**src/rtl/async_fifo_rd_ctrl.sv**
```systemverilog
// Read-domain controller of the dual-clock FIFO: write-pointer synchroniser, read pointer,
// dpram read port and the empty / almost-empty / count / underflow flags (standard or FWFT).
module async_fifo_rd_ctrl #(
  parameter int ADDR_WIDTH      = 5,
  parameter int SYNC_STAGES     = 2,
  parameter int FWFT            = 0,
  parameter int ALMOST_EMPTY_TH = 2
) (
  input  logic                  clk,
  input  logic                  reset,
  input  logic                  i_rd_en,
  input  logic [ADDR_WIDTH-1:0] iv_wr_ptr_gray,
  output logic [ADDR_WIDTH-1:0] ov_rd_ptr_gray,
  output logic [ADDR_WIDTH-2:0] ov_rd_addr_dpram,
  output logic                  o_dpram_rd_en,
  output logic                  o_valid,
  output logic                  o_fifo_empty,
  output logic                  o_almost_empty,
  output logic [ADDR_WIDTH-1:0] ov_rd_count,
  output logic                  o_underflow
);

  localparam int AW = ADDR_WIDTH;
  localparam logic [AW-1:0] AE_TH = AW'(ALMOST_EMPTY_TH);

  logic [AW-1:0] sync_q [SYNC_STAGES];
  logic [AW-1:0] wr_bin_sync;
  logic [AW-1:0] rd_ptr_bin;
  logic [AW-1:0] rd_ptr_bin_next;
  logic [AW-1:0] rd_ptr_gray;
  logic [AW-1:0] rd_count;
  logic [AW-1:0] count_next;
  logic          valid_q;
  logic          show_q;
  logic          show_next;
  logic          underflow_q;
  logic          mem_empty;
  logic          rd_grant;
  logic          pop;
  logic          fifo_empty;

  function automatic logic [AW-1:0] gray2bin(input logic [AW-1:0] g);
    logic [AW-1:0] b;
    b[AW-1] = g[AW-1];
    for (int i = AW - 2; i >= 0; i--) b[i] = b[i+1] ^ g[i];
    return b;
  endfunction

  // mem_empty compares two registers only, so the flags never see an unsynchronised pointer
  always_comb begin
    mem_empty  = (rd_ptr_bin == wr_bin_sync);
    pop        = 1'b0;
    show_next  = 1'b0;
    rd_grant   = 1'b0;
    fifo_empty = mem_empty;
    if (FWFT != 0) begin
      pop        = i_rd_en & show_q;
      rd_grant   = ~mem_empty & (~show_q | pop);
      show_next  = rd_grant | (show_q & ~pop);
      fifo_empty = ~show_q;
    end else begin
      rd_grant   = i_rd_en & ~mem_empty;
      fifo_empty = mem_empty;
    end
    rd_ptr_bin_next = rd_ptr_bin + {{(AW-1){1'b0}}, rd_grant};
    count_next      = wr_bin_sync - rd_ptr_bin_next + {{(AW-1){1'b0}}, show_next};
  end

  always_ff @(posedge clk) begin
    if (reset) begin
      for (int i = 0; i < SYNC_STAGES; i++) sync_q[i] <= '0;
      wr_bin_sync <= '0;
      rd_ptr_bin  <= '0;
      rd_ptr_gray <= '0;
      rd_count    <= '0;
      valid_q     <= 1'b0;
      show_q      <= 1'b0;
      underflow_q <= 1'b0;
    end else begin
      sync_q[0] <= iv_wr_ptr_gray;
      for (int i = 1; i < SYNC_STAGES; i++) sync_q[i] <= sync_q[i-1];
      wr_bin_sync <= gray2bin(sync_q[SYNC_STAGES-1]);
      rd_ptr_bin  <= rd_ptr_bin_next;
      rd_ptr_gray <= rd_ptr_bin_next ^ (rd_ptr_bin_next >> 1);
      rd_count    <= count_next;
      valid_q     <= rd_grant;
      show_q      <= show_next;
      underflow_q <= i_rd_en & fifo_empty;
    end
  end

  assign ov_rd_ptr_gray   = rd_ptr_gray;
  assign ov_rd_addr_dpram = rd_ptr_bin[AW-2:0];
  assign o_dpram_rd_en    = rd_grant;
  assign o_valid          = (FWFT != 0) ? show_q : valid_q;
  assign o_fifo_empty     = fifo_empty;
  assign o_almost_empty   = (rd_count <= AE_TH);
  assign ov_rd_count      = rd_count;
  assign o_underflow      = underflow_q;

endmodule

```
**config.mk**
```make
export PLATFORM = sky130hd
export DESIGN_NAME = async_fifo_rd_ctrl
export DESIGN_NICKNAME = d
export VERILOG_FILES = /design/src/rtl/async_fifo_rd_ctrl.sv
export SDC_FILE = /design/constraint.sdc
export NUM_CORES = 1
export LEC_CHECK = 0
export BUFFER_PORTS_ARGS = -buffer_cell sky130_fd_sc_hd__buf_2
export CORE_MARGIN = 4
export CORE_UTILIZATION = 55
export CTS_CLUSTER_DIAMETER = 120
export CTS_CLUSTER_SIZE = 24
export DETAILED_ROUTE_END_ITERATION = 16
export PLACE_DENSITY_LB_ADDON = 0.12
export SLEW_MARGIN = 20
export SYNTH_ARGS = -nofsm -noshare
export SYNTH_HDL_FRONTEND = slang
export SYNTH_SLANG_ARGS = --single-unit
```
**constraint.sdc**
```tcl
create_clock -name clk -period 3.9 [get_ports clk]
set_input_delay 0.975 -clock clk [delete_from_list [all_inputs] [get_ports clk]]
set_output_delay 0.975 -clock clk [all_outputs]
set_load 0.01 [all_outputs]
```
==> impl_metrics.py <==
metrics = {
    "route": {
        "wl_um": 1940,
        "dr.pass1.iters": 4,
        "drc": 0,
        "ant_nets": 0,
        "via_count": 823,
        "drt_iter0_markers": 11,
        "drt-wirelength-per-cell_um": 11.4,
        "vias_per_cell": 4.81,
    },
    "critical_path": {
        "crit_path_max_fanout": 5,
        "reg2reg_depth": 11,
        "crit_type": "flop to flop",
        "cp-end-kind": "flop",
        "cp.arrival_ns": 3.01,
        "crit_required_ns": 4.12,
        "start_kind": "flop",
        "rrSetupSlack_ns": 1.11,
    },
    "timing": {
        "max_freq_mhz": 359,
        "finClkSkew_ns": 0.00848,
        "tightest_slew_ns": 0.536,
        "rsz0062_at_grt": "no",
        "setup_tns_ns": 0,
        "slew_headroom_pct": 64.3,
        "slew_viol_final": 0,
        "hold_viol": 0,
        "setup_viol": 0,
        "min_period_ns": 2.79,
        "post-route-period-util_pct": 71.5,
    },
    "die": {
        "die_area_mm2": 0.00299,
        "fp.dieW_um": 54.7,
        "num_rows": 16,
        "start_util_pct": 59.2,
        "coreArea_mm2": 0.00202,
        "fp.dieH_um": 54.7,
        "ios": 27,
    },
    "clock_tree": {
        "cts_resized": 0,
        "clk_latency_ns": 0.32,
        "cts_tree": "yes",
        "numCtsBuffers": 5,
        "clock-root-buffer": "clkbuf_4",
        "cts.reportedPaths.clkPinSlew_ns": 0.09,
        "clk_path_buf_depth": 2,
        "cts_sinks": 31,
        "htreeDepth": 2,
        "cts_setup_buffers": 0,
        "postCtsHoldBufs": 0,
    },
    "synthesis": {
        "synth_edf_count": 0,
        "ys_ff_latch": 31,
        "syn_area_per_cell_um2": 10.6,
        "yosys.cell_types.count": 26,
        "synth_fp_nets": 126,
        "async_flop_share_pct": 0,
        "synthFlopType": "dfxtp_1",
        "synth_warnings": 0,
        "netlist_instances": 113,
        "syn_area_mm2": 0.00120,
        "synth_top_area_cell": "dfxtp_1",
        "yosysTopAreaCellShare_pct": 51.8,
        "synth_seq_area_share_pct": 51.8,
        "netlist_top_cells_area": "dfxtp_1 (52%), nor2b_1 (7.8%), xnor2_1 (7.3%)",
    },
    "placement": {
        "hpwlAfterDp_um": 1410,
        "placed_area_mm2": 0.00135,
        "place_congestion": 0.899,
        "portBuffers": 26,
    },
    "cells_and_area": {
        "final_cell_mix": "dfxtp_1 (31), buf_2 (26), nor2_1 (19)",
        "antenna_cells": 0,
        "syn_to_final_growth_pct": 18.5,
        "design_area_mm2": 0.00142,
        "drive_above_1_share_pct": 28.5,
        "fillCellCount": 165,
        "nets": 156,
        "final_common_cell": "dfxtp_1",
        "utilization_pct": 70.2,
    },
    "grt": {
        "track_usage_pct": 16.0,
        "grt_pass1_wl_um": 3240,
        "antenna_found_initial": 0,
        "overflow": 0,
        "grt_pass1_vias": 742,
        "grt_max_degree": 33,
    },
    "power_and_ir_drop": {
        "p_leak_nw": 0.656,
        "intPower_mw": 0.572,
        "netSwitchingFraction_pct": 28.2,
        "power_density_mw_per_mm2": 561,
        "p_seq_share_pct": 47.0,
        "p_switching_mw": 0.224,
        "p_clk_share_pct": 25.6,
        "ir_worst_vdd_mv": 0.376,
        "pwr-share-comb_pct": 27.4,
    },
    "outcome": {
        "status": "completed",
    },
    "worst_hold_path": {
        "min-delay-path-class": "flop to flop",
        "min_path_cells": 1,
    },
    "flow_run": {
        "max-cap-violations": 0,
    },
}
-- final cells by class --
cell class              instances  area [um^2]  area share [%]
multi-input cells              75          551            38.8
clock buffers                   8         68.8            4.85
repair buffers                 26          130            9.17
inverters                       4         15.0            1.06
well taps                      27         33.8            2.38
flip-flops and latches         31          621            43.7
-- cells in the mapped netlist (2+ instances only) --
| master | count |
|---|---|
| nor2_1 | 19 |
| xor2_1 | 7 |
| dfxtp_1 | 31 |
| xnor2_1 | 10 |
| o21ai_0 | 2 |
| nand3_1 | 2 |
| maj3_2 | 2 |
| nor2b_1 | 15 |
| inv_1 | 3 |
| clkbuf_1 | 2 |
| ha_1 | 5 |
-- worst max-delay path, stage by stage (launching register included) --
cell and delay [ns]:
dfxtp_1 0.38, xor2_1 0.18, nor2_1 0.11, nand4_1 0.14, and2_1 0.21, ha_1 0.21, ha_1 0.35, xnor2_1 0.16
ha_1 0.23, o31a_2 0.32, a2bb2oi_1 0.13, mux2_2 0.27
-- flip-flops by register name, summed over array words and instances (netlist names) --
signal	count
o_valid	1
rd_ptr_bin	5
wr_bin_sync	5
sync_q	10
ov_rd_ptr_gray	4
o_underflow	1
ov_rd_count	5
-- routing by layer --
layer  up-vias  wire length (um)  global-route usage, %
met2        22               953                   24.0
li1        424                 -                      -
met4         0                49                   11.2
met1       371               789                   18.3
met3         6               148                   6.54
met5         -                 0                      0
-- worst paths after layout --
| kind | start | to |
|---|---|---|
| max | rd_ptr_bin[2] | ov_rd_count[4] |
| min | sync_q[0][0] | sync_q[0][5] |
| max reg2reg | rd_ptr_bin[2] | ov_rd_count[4] |
| min reg2reg | sync_q[0][0] | sync_q[0][5] |
-- power by group through the flow --
stage	Clock (mW)	Sequential [mW]	Combinational, mW
final	0.204	0.374	0.218
after global routing	0.230	0.380	0.239
after CTS	0.210	0.375	0.219
after detailed placement	0	0.382	0.218
after global placement	0	0.380	0.211
after floorplan	0	0.395	0.136
-- kinds of logic (layout without fill, tap and decap cells) --
family,after synthesis,count (layout),synth area share (%)
AOI/OAI and AO/OA,6,6,3.55
xor gates and xnor gates,19,19,15.7
buffers and inverters,7,38,2.19
DFF,31,31,51.8
muxes,2,2,2.19
adders and majority gates,7,7,7.11
and+or+nand+nor,41,41,17.5
-- through the flow --
step                      power [mW]  std cells  hold WS, ns  worst slack [ns]
after CTS                      0.804        171        0.451              1.12
after global placement         0.592        163        0.417             0.942
final                          0.797        171        0.445              1.11
after detailed placement       0.600        163        0.428             0.911
after global routing           0.849        171        0.459             0.940
after floorplan                0.531        113        0.414              1.05
No activity file was read; power rests on OpenSTA's default activity.
